[src/rtl/cache_tag_ctrl.sv]
// cache_tag_ctrl: direct-mapped, write-through, no-write-allocate cache controller.
// It sequences a synchronous-read tag RAM and a data RAM that share one index address.
// Fills and write-throughs go to backing memory over a req/ack handshake.
// Valid bits are held here, so reset invalidates the cache without touching RAM contents.
// Optional feature: define CACHE_STATS_EN to build saturating hit/miss counters.
// When CACHE_STATS_EN is undefined, hit_count and miss_count read as 0.

module cache_tag_ctrl #(
    parameter int IDX_W  = 3,
    parameter int TAG_W  = 14,
    parameter int DATA_W = 8,
    localparam int ADDR_W = TAG_W + IDX_W
) (
    input  logic              clock,
    input  logic              reset_n,
    input  logic              cpu_req,
    input  logic              cpu_we,
    input  logic [ADDR_W-1:0] cpu_addr,
    input  logic [DATA_W-1:0] cpu_wdata,
    output logic              cpu_ready,
    output logic              cpu_hit,
    output logic [DATA_W-1:0] cpu_rdata,
    output logic              busy,
    output logic [IDX_W-1:0]  tr_addr,
    output logic [TAG_W-1:0]  tr_din,
    output logic              tr_we,
    input  logic [TAG_W-1:0]  tr_dout,
    output logic [DATA_W-1:0] dr_din,
    output logic              dr_we,
    input  logic [DATA_W-1:0] dr_dout,
    output logic              mem_req,
    output logic              mem_we,
    output logic [ADDR_W-1:0] mem_addr,
    output logic [DATA_W-1:0] mem_wdata,
    input  logic [DATA_W-1:0] mem_rdata,
    input  logic              mem_ack,
    output logic [15:0]       hit_count,
    output logic [15:0]       miss_count
);

    localparam int DEPTH = 1 << IDX_W;

    typedef enum logic [2:0] {
        IDLE,
        LOOKUP,
        COMPARE,
        MEM_RD,
        FILL,
        MEM_WR,
        DONE
    } state_t;

    state_t              state;
    logic [DEPTH-1:0]    valid_q;
    logic [TAG_W-1:0]    tag_q;
    logic [IDX_W-1:0]    idx_q;
    logic                we_q;
    logic [DATA_W-1:0]   wdata_q;
    logic [DATA_W-1:0]   rdata_q;
    logic                hit_q;
    logic                fill_we_q;
    logic                hit_c;

    // The tag RAM answers in COMPARE, so the hit decision is formed from its output directly.
    assign hit_c = valid_q[idx_q] & (tr_dout == tag_q);

    // Both RAMs and the memory port are driven from the latched request.
    assign tr_addr   = idx_q;
    assign tr_din    = tag_q;
    assign mem_addr  = {tag_q, idx_q};
    assign mem_wdata = wdata_q;

    // A write hit must update the data RAM in the same cycle the tag is compared, so that
    // strobe cannot be registered ahead; the fill strobe is registered.
    assign dr_we  = fill_we_q | ((state == COMPARE) & we_q & hit_c);
    assign dr_din = (state == COMPARE) ? wdata_q : rdata_q;

    // Main sequencer: state, latched request, valid bits and registered handshake outputs.
    always_ff @(posedge clock or negedge reset_n) begin
        if (!reset_n) begin
            state     <= IDLE;
            valid_q   <= '0;
            tag_q     <= '0;
            idx_q     <= '0;
            we_q      <= 1'b0;
            wdata_q   <= '0;
            rdata_q   <= '0;
            hit_q     <= 1'b0;
            fill_we_q <= 1'b0;
            tr_we     <= 1'b0;
            mem_req   <= 1'b0;
            mem_we    <= 1'b0;
            cpu_ready <= 1'b0;
            cpu_hit   <= 1'b0;
            cpu_rdata <= '0;
            busy      <= 1'b0;
        end else begin
            unique case (state)
                IDLE: begin
                    if (cpu_req) begin
                        tag_q   <= cpu_addr[ADDR_W-1:IDX_W];
                        idx_q   <= cpu_addr[IDX_W-1:0];
                        we_q    <= cpu_we;
                        wdata_q <= cpu_wdata;
                        busy    <= 1'b1;
                        state   <= LOOKUP;
                    end
                end
                LOOKUP: begin
                    state <= COMPARE;
                end
                COMPARE: begin
                    hit_q   <= hit_c;
                    rdata_q <= dr_dout;
                    if (we_q) begin
                        mem_req <= 1'b1;
                        mem_we  <= 1'b1;
                        state   <= MEM_WR;
                    end else if (hit_c) begin
                        cpu_ready <= 1'b1;
                        cpu_hit   <= 1'b1;
                        cpu_rdata <= dr_dout;
                        state     <= DONE;
                    end else begin
                        mem_req <= 1'b1;
                        mem_we  <= 1'b0;
                        state   <= MEM_RD;
                    end
                end
                MEM_RD: begin
                    if (mem_ack) begin
                        rdata_q   <= mem_rdata;
                        mem_req   <= 1'b0;
                        tr_we     <= 1'b1;
                        fill_we_q <= 1'b1;
                        state     <= FILL;
                    end
                end
                FILL: begin
                    tr_we          <= 1'b0;
                    fill_we_q      <= 1'b0;
                    valid_q[idx_q] <= 1'b1;
                    cpu_ready      <= 1'b1;
                    cpu_hit        <= hit_q;
                    cpu_rdata      <= rdata_q;
                    state          <= DONE;
                end
                MEM_WR: begin
                    if (mem_ack) begin
                        mem_req   <= 1'b0;
                        mem_we    <= 1'b0;
                        cpu_ready <= 1'b1;
                        cpu_hit   <= hit_q;
                        cpu_rdata <= rdata_q;
                        state     <= DONE;
                    end
                end
                DONE: begin
                    cpu_ready <= 1'b0;
                    cpu_hit   <= 1'b0;
                    cpu_rdata <= '0;
                    busy      <= 1'b0;
                    state     <= IDLE;
                end
                default: begin
                    state <= IDLE;
                end
            endcase
        end
    end

`ifdef CACHE_STATS_EN
    // Every access passes through COMPARE exactly once, so that is where hits and misses are counted.
    always_ff @(posedge clock or negedge reset_n) begin
        if (!reset_n) begin
            hit_count  <= '0;
            miss_count <= '0;
        end else if (state == COMPARE) begin
            if (hit_c) begin
                if (hit_count != 16'hFFFF) hit_count <= hit_count + 16'd1;
            end else begin
                if (miss_count != 16'hFFFF) miss_count <= miss_count + 16'd1;
            end
        end
    end
`else
    assign hit_count  = 16'd0;
    assign miss_count = 16'd0;
`endif

endmodule

[config.mk]
export PLATFORM = sky130hd
export DESIGN_NAME = cache_tag_ctrl
export DESIGN_NICKNAME = d
export VERILOG_FILES = /design/src/rtl/cache_tag_ctrl.sv
export SDC_FILE = /design/constraint.sdc
export NUM_CORES = 1
export LEC_CHECK = 0
export CAP_MARGIN = 20
export CORE_ASPECT_RATIO = 0.8
export CORE_MARGIN = 2
export CORE_UTILIZATION = 45
export DETAILED_ROUTE_END_ITERATION = 10
export DONT_BUFFER_PORTS = 1
export GPL_TIMING_DRIVEN = 0
export SLEW_MARGIN = 20
export SYNTH_ARGS = -nofsm -noshare
export SYNTH_HDL_FRONTEND = slang
export SYNTH_SLANG_ARGS = --single-unit
[constraint.sdc]
create_clock -name clock -period 6.59 [get_ports clock]
set_input_delay 1.318 -clock clock [delete_from_list [all_inputs] [get_ports clock]]
set_output_delay 1.318 -clock clock [all_outputs]
set_load 0.02 [all_outputs]
==> results.md, run 1 <==
- Fill count: 734
- CTS clock-pin slew for the worst setup and hold paths: 60 ps
- Max Slew Vio Count: 0
- CP startpoint: tr_dout[7]
- Root buf cell: clkbuf_8
- RSZ-0062 raised after global routing: false
- DR vias: 2590
- Worst Reg2Reg Path Length in Cells: 6
- Top-area cell type share of the netlist area: 41.59%
- Worst setup path endpoint: dr_we
- Worst Setup Start Kind: input port
- WHS Path Cells: 1
- Fraction of layout cells with a size suffix above 1: 24.25%
- Final nets: 455
- Sequential share of the synthesized area: 41.59%
- Most common cell in the netlist: dfrtp_1
- Final hold vios: 0
- Asr flop ratio synth: 100.0%
- # diodes: 0
- Cell taking the most area after synthesis: dfrtp_1
- CTS tree: yes
- DRC: 0
- PnR Total Power: 2166 uW
- Vias in the first global route: 2559
- Pre-CTS setup slack: 1984 ps
- H-tree depth: 3
- IO buf count: 0
- Final Setup Violations: 0
- Syn Inst Count: 352
- Die Span Y: 84.11 um
- Clock buffer depth: 2
- Most frequent cells after synthesis: 60 x dfrtp_1, 50 x buf_4, 25 x mux2_1, 25 x o21ai_0, 23 x nor2_1
- Maximum capacitance violations: 0
- DP HPWL: 6358 um
- Flops & latches, synth: 60
- Synth unique cells: 48
- Placed cell area: 3869 sq um
- Final wirelength: 8463 um
- Internal reg-to-reg setup slack: 4190 ps
- Synth warn: 0
- Mapped Area: 3610 sq um
- Ports: 157
- Leak pwr: 0.001891 uW
- Initial antenna violation count: 0
- Initial Util: 45.84%
- 1st-pass router iterations: 4
- Final clock skew: 5.655 ps
- GPL Wtd Cong: 0.8429
- Die X-Extent: 104.1 um
- CP arrival: 3230 ps
- PnR worst setup slack: 2039 ps
- Crit Reg-Reg Startpoint: tr_addr[1]$_DFFE_PN0P_
- Kind of critical path: input port to primary output
- Final instance area: 4071 sq um
- Largest net degree at the start of global routing: 61
- GRT Util Overall: 19.43%
- Iter 0 DRT Violations: 103
- CTS Hold Buffers Added: 0
- Outcome: complete, no violations
- Setup TNS Final: 0 ps
- VDD IR max: 267.5 uV
- HP Class: register to register
- RR Endpoint: cpu_rdata[7]$_DFFE_PN0P_
- Clock sinks: 60
- # Post-CTS Setup Buffers: 0
- Final Hold Slack: 454.2 ps
- Post-CTS sizing: 0
- Fmax: 0.2197 GHz
- Fin crit share: 69.07%
- WL/cell: 16.66 um
- EDFF count, synth: 0
- Syn avg cell area: 10.25 sq um
- Core box area: 7874 sq um
- Max-slew headroom: 40.61%
- Row Count: 29
- Power Dens Cells: 532.1 nW/um^2
- Crit path required time: 5270 ps
- Antenna-violating nets left: 0
- Critical path fanouts, max: 10
- Worst-margin pin slew: 886.0 ps
- Synth area leaders: dfrtp_1 42%, buf_4 10%, mux2_1 7.8%
- Die area: 8758 sq um
- Worst-skew pair later-pin latency: 330 ps
- TritonCTS Buffers: 9
- Tmin final: 4551 ps
- Vias per cell: 5.098
- Synth Flop Type: dfrtp_1
- Crit. End Element: primary output
- Grt ovf: 0
- Area growth, synth to finish: 12.79%
- Global-route wire length before repair: 13250 um
how the worst min path moves through the flow:
stage,start,end,slack (ps)
floorplan,valid_q[2]$_DFFE_PN0P_,valid_q[2]$_DFFE_PN0P_,430
global placement,valid_q[2]$_DFFE_PN0P_,valid_q[2]$_DFFE_PN0P_,440
detailed placement,valid_q[2]$_DFFE_PN0P_,valid_q[2]$_DFFE_PN0P_,440
CTS,valid_q[2]$_DFFE_PN0P_,valid_q[2]$_DFFE_PN0P_,460
global route,valid_q[1]$_DFFE_PN0P_,valid_q[1]$_DFFE_PN0P_,480
finish,valid_q[2]$_DFFE_PN0P_,valid_q[2]$_DFFE_PN0P_,450
worst max-delay path, stage by stage:
cell	delay [ps]
xor2_1	130
nor4_2	370
nand2_1	270
or3_1	420
buf_6	150
buf_6	160
o31ai_2	420
cells by family after synthesis:
family	share of synthesized area [%]
compound gates	16.74
xor+xnor	3.397
buf+inv	13.90
flops	41.59
mux	12.79
other cells	0.1039
simple gates	11.47
report_power, final:
part / internal [uW] / switching, uW
registers: 544 / 310
clock network: 194 / 143
logic: 406 / 569
total: 1140 / 1020
sequential cells by signal, indices dropped and copies added, names as in the netlist, 3 cells and up:
register,cells
tr_addr,3
cpu_rdata,8
state,3
mem_wdata,8
valid_q,8
rdata_q,8
tr_din,14
cells in the final DEF (no fill, tap or decap), types with 7 or more instances in the layout:
cell type  count
mux2_1        25
nor2_1        23
clkbuf_1      14
nand2_1       21
buf_4         51
o21ai_1        7
clkbuf_8      11
dfrtp_1       60
a22oi_1        8
conb_1        32
xor2_1        14
a21o_1         7
mux2_2         8
mux2i_1        9
nor4b_1        8
o21ai_0       25
o211ai_1       8
per-layer routing:
metal  up-vias  share of wire (%)  global-route usage [%]
met4         0               0.93                   4.914
met3         6                8.7                   7.260
li1       1251                  -                       -
met5         -                  0                       0
met2       110                 45                   28.89
met1      1223                 46                   26.96
final cells by class:
class | count | area (sq um) | area share (%)
multi-input combinational | 248 | 1723 | 42.32
timing repair buffer | 1 | 7.507 | 0.1844
buffer | 70 | 483.0 | 11.86
tap | 108 | 135.1 | 3.319
clock buffer | 12 | 155.1 | 3.811
sequential | 60 | 1501 | 36.88
clock inverter | 4 | 47.55 | 1.168
inverter | 5 | 18.77 | 0.4610
stage by stage:
step | util (%) | cells
2_1_floorplan | - | 383
3_3_place_gp | 49.04 | 491
3_5_place_dp | 49.13 | 492
4_1_cts | 51.71 | 508
5_1_grt | 51.71 | 508
6_report | 51.71 | 508
Note: power is estimated with default switching activity, not from simulation.
==> inputs of run 2 (changes only) <==
- ABC_AREA: default -> 1
- clock period: 6.59 -> 4.43 ns (I/O delays scaled with it)
==> results.md, run 2 <==
- Vias per cell: 4.758
- Synth warn: 0
- DRC: 0
- H-tree depth: 3
- Largest net degree at the start of global routing: 61
- Max FFs per register: 14
- Kind of critical path: register to primary output
- Syn avg cell area: 8.397 sq um
- Flops & latches, synth: 60
- Initial Util: 47.20%
- GRT Util Overall: 18.22%
- Crit Reg-Reg Startpoint: tr_addr[0]$_DFFE_PN0P_
- Syn Inst Count: 395
- Setup TNS Final: 0 ps
- Asr flop ratio synth: 100.0%
- Max Slew Vio Count: 0
- Final wirelength: 7114 um
- # diodes: 0
- GPL Wtd Cong: 0.8547
- Die area: 8078 sq um
- DR vias: 2517
- CTS Hold Buffers Added: 0
- Crit. End Element: primary output
- RR Endpoint: state[0]$_DFFE_PN0P_
- Worst-skew pair later-pin latency: 330 ps
- Crit path required time: 3540 ps
- Initial antenna violation count: 0
- Sequential share of the synthesized area: 45.27%
- CTS tree: yes
- Area of the multi-input gates: 1349 sq um
- Iter 0 DRT Violations: 128
- Tmin final: 3097 ps
- Clock buffer depth: 2
- TritonCTS Buffers: 9
- EDFF count, synth: 0
- Worst Setup Start Kind: register
- Grt ovf: 0
- Fill count: 679
- Most frequent cells after synthesis: 99 x nand2_1, 60 x dfrtp_1, 51 x buf_4, 35 x inv_1, 28 x nor2_1
- Ports: 157
- Flip-flop and latch area: 1501 sq um
- PnR worst setup slack: 1333 ps
- Synth area leaders: dfrtp_1 45%, buf_4 12%, nand2_1 11%
- Outcome: complete, no violations
- Power Dens Cells: 807.4 nW/um^2
- Antenna-violating nets left: 0
- Clock sinks: 60
- Worst-margin pin slew: 740.1 ps
- Max-slew headroom: 50.14%
- Mapped Area: 3317 sq um
- Die Span Y: 80.79 um
- Commonest non-fill, non-tap cell in the layout: nand2_1
- Final hold vios: 0
- Internal reg-to-reg setup slack: 2480 ps
- HP Class: input port to async pin
- Worst Reg2Reg Path Length in Cells: 15
- CTS clock-pin slew for the worst setup and hold paths: 70 ps
- VDD IR max: 340.5 uV
- Top-area cell type share of the netlist area: 45.27%
- Final instance area: 3711 sq um
- Fraction of layout cells with a size suffix above 1: 23.53%
- Final clock skew: 6.527 ps
- Root buf cell: clkbuf_8
- DP HPWL: 5397 um
- Highest-count cells in the layout ignoring fill and taps: 99 x nand2_1, 60 x dfrtp_1, 51 x buf_4
- Post-CTS sizing: 0
- RSZ-0062 raised after global routing: false
- Core box area: 7027 sq um
- Final Setup Violations: 0
- Pre-CTS setup slack: 1318 ps
- Synth Flop Type: dfrtp_1
- # Post-CTS Setup Buffers: 0
- Vias in the first global route: 2342
- Global-route wire length before repair: 11390 um
- Placed cell area: 3542 sq um
- Synth unique cells: 27
- IO buf count: 0
- Fmax: 0.3229 GHz
- Most common cell in the netlist: nand2_1
- Leak pwr: 0.001944 uW
- Maximum capacitance violations: 0
- Final nets: 497
- Area growth, synth to finish: 11.88%
- Critical path fanouts, max: 9
- WL/cell: 13.45 um
- Row Count: 27
- PnR Total Power: 2996 uW
- CP arrival: 2210 ps
- Die X-Extent: 99.99 um
- 1st-pass router iterations: 4
- Cell taking the most area after synthesis: dfrtp_1
- Fin crit share: 69.91%
run 2: changes by cell type after synthesis, moves of 8 or more:
cell and delta:
mux2_1 -25, mux2i_1 -9, mux2_2 +12, nor4b_1 -8, inv_1 +30, clkbuf_1 -11, nand3_1 +11, a22oi_1 -8
xor2_1 -10, nand2_1 +78
run 2: worst max path at each step:
stage | start | to | depth (start not counted)
global placement | tr_dout[1] | dr_we | 7
global route | tr_din[10]$_DFFE_PN0P_ | dr_we | 8
CTS | tr_din[1]$_DFFE_PN0P_ | dr_we | 7
detailed placement | tr_dout[1] | dr_we | 7
floorplan | tr_dout[3] | dr_we | 7
finish | tr_addr[0]$_DFFE_PN0P_ | dr_we | 11
run 2: cells by family after synthesis:
| logic type | Yosys count | share of synthesized area, % |
|---|---|---|
| AOI/OAI and AO/OA | 54 | 9.581 |
| buffers and inverters | 102 | 17.58 |
| muxes | 20 | 6.790 |
| and+or+nand+nor | 147 | 17.77 |
| DFF | 60 | 45.27 |
| xor gates and xnor gates | 11 | 2.904 |
| other | 1 | 0.1131 |
run 2: cell type report:
cell class | count | area share [%]
sequential | 60 | 40.46
multi-input combinational | 264 | 36.35
buffer | 60 | 11.46
inverter | 42 | 4.248
clock buffer | 11 | 3.810
tap | 87 | 2.933
clock inverter | 5 | 0.7417
run 2: worst max-delay path, cell delays in order (launching register included):
cell and delay (ps):
dfrtp_1 470, buf_4 210, inv_2 90, nand2_1 60, nand2_1 50, nand2_1 50, nand2_1 50, nand2_1 50
nand2_1 60, inv_1 70, nand2_1 100, o21ai_0 610
run 2: stage by stage:
step | hold WS, ps | std cells | utilization (%)
after CTS | 222.0 | 529 | 52.81
after floorplan | 418.8 | 426 | -
final | 243.3 | 529 | 52.81
after global placement | 433.9 | 513 | 50.41
after detailed placement | 435.3 | 513 | 50.41
after global routing | 216.5 | 529 | 52.81
run 2: per-layer routing:
metal  vias to the layer above  part of all wire [%]  global-route usage [%]
li1                       1258                     -                       -
met1                      1121                    44                   23.80
met2                       132                    44                   27.50
met3                         6                    11                   8.778
met4                         0                  0.62                   4.521
met5                         -                     0                       0
run 2: power breakdown:
group          switching, uW  internal, uW  total [uW]  leakage [uW]
clock                    207           214         421     0.0000889
combinational            813           503        1320       0.00115
sequential               441           818        1260      0.000707
==> inputs of run 3 (changes only) <==
- ABC_AREA: 1 -> 0
- clock period: 4.43 -> 3.1 ns (I/O delays scaled with it)
==> results.md, run 3 (synthesized netlist as in run 1, its figures left out) <==
- DRC: 0
- Final Setup Violations: 0
- Clock sinks: 60
- Root buf cell: clkbuf_8
- H-tree depth: 3
- Worst Setup Start Kind: register
- Max Slew Vio Count: 0
- Outcome: complete, no violations
- CTS tree: yes
- Die Span Y: 84.11 um
- RSZ-0062 raised after global routing: false
- Core box area: 7874 sq um
- Kind of critical path: register to primary output
- GPL Wtd Cong: 0.8429
- Worst-skew pair later-pin latency: 340 ps
- Largest net degree at the start of global routing: 61
- Die X-Extent: 104.1 um
- Final Hold Slack: 145.7 ps
- Critical path fanouts, max: 9
- 1st-pass router iterations: 4
- Fill count: 735
- Internal reg-to-reg setup slack: 720 ps
- Final wirelength: 8584 um
- PnR worst setup slack: 137.6 ps
- Global-route wire length before repair: 13410 um
- Flip-flop and latch area: 1506 sq um
- Initial Util: 45.84%
- HP Class: input port to async pin
- Worst-margin pin slew: 896.6 ps
- Fin util: 52.68%
- VDD IR max: 568.7 uV
- # diodes: 0
- Tmin final: 2962 ps
- IO buf count: 0
- Grt ovf: 0
- Worst Reg2Reg Path Length in Cells: 5
- DR vias: 2656
- Commonest non-fill, non-tap cell in the layout: buf_4
- Final nets: 460
- Crit path required time: 2480 ps
- Pre-CTS setup slack: -110.0 ps
- Vias in the first global route: 2591
- Iter 0 DRT Violations: 130
- Ports: 157
- Highest-count cells in the layout ignoring fill and taps: 57 x buf_4, 56 x dfrtp_1, 32 x conb_1
- Clock buffer depth: 2
- GRT Util Overall: 19.67%
- Vias per cell: 5.177
- CTS clock-pin slew for the worst setup and hold paths: 70 ps
- TritonCTS Buffers: 9
- CP arrival: 2340 ps
- WL/cell: 16.73 um
- Maximum capacitance violations: 0
- Fraction of layout cells with a size suffix above 1: 26.91%
- Max FFs per register: 14
- Power Dens Cells: 1131 nW/um^2
- Fin crit share: 95.56%
- Antenna-violating nets left: 0
- Leak pwr: 0.001921 uW
- Max-slew headroom: 39.90%
- Area of the multi-input gates: 1744 sq um
- Row Count: 29
- Area growth, synth to finish: 14.90%
- Crit. End Element: primary output
- Final clock skew: 9.247 ps
- Initial antenna violation count: 0
- Fmax: 0.3376 GHz
- Final hold vios: 0
- PnR Total Power: 4693 uW
- DP HPWL: 6358 um
- Die area: 8758 sq um
==> run 3: routing by layer <==
metal,share of wire [%],global-route usage (%),vias to the layer above,wire length (um)
met5,0,0,-,0
met4,1.4,5.283,0,119
met3,8.3,7.260,9,710
met2,45,29.78,111,3847
met1,46,26.78,1276,3906
li1,-,-,1260,-
==> run 3: final timing paths <==
kind | from | endpoint
max | tr_addr[2]$_DFFE_PN0P_ | dr_we
min | reset_n | tr_din[10]$_DFFE_PN0P_
max reg2reg | state[1]$_DFFE_PN0P_ | tr_din[3]$_DFFE_PN0P_
min reg2reg | valid_q[7]$_DFFE_PN0P_ | valid_q[7]$_DFFE_PN0P_
max in group asynchronous | reset_n | tr_addr[2]$_DFFE_PN0P_
min in group clock | cpu_wdata[3] | mem_wdata[3]$_DFFE_PN0P_
==> run 3: timing repair <==
| item | 4_1_cts | 5_1_grt |
|---|---|---|
| resized for setup | 8 | 2 |
| setup endpoints to repair | 1 | 1 |
| hold buffers | 1 | 0 |
| endpoints found under the hold margin | 60 | 0 |
| pin swaps | 4 | 3 |
| buffers inserted | 5 | 1 |
==> run 3: layout make-up <==
cell class,instances,share of cell area [%]
plain buffers,68,11.10
repair buffers,8,1.931
flip-flops and latches,60,36.32
clock inverters,4,1.146
multi-input cells,248,42.05
clock buffers,12,3.741
well taps,108,3.258
inverters,5,0.4525
==> run 3: critical path: stages (launching register included) <==
cell and delay [ps]:
dfrtp_2 470, buf_6 160, nor2b_1 170, a2111oi_4 330, nand2_2 120, or3_4 450, o31ai_4 310
==> run 3: metrics by stage <==
| stage | setup TNS, ps | cells | cell area (sq um) |
|---|---|---|---|
| after floorplan | 0 | 383 | 3726 |
| after global placement | -106.7 | 491 | 3861 |
| after detailed placement | -110.0 | 492 | 3869 |
| after CTS | 0 | 513 | 4154 |
| after global routing | 0 | 513 | 4148 |
| final | 0 | 513 | 4148 |
==> run 3: report_power, final <==
group	total (uW)	internal (uW)	switching (uW)
combinational	2150	903	1250
sequential	1820	1160	660
clock	718	412	305
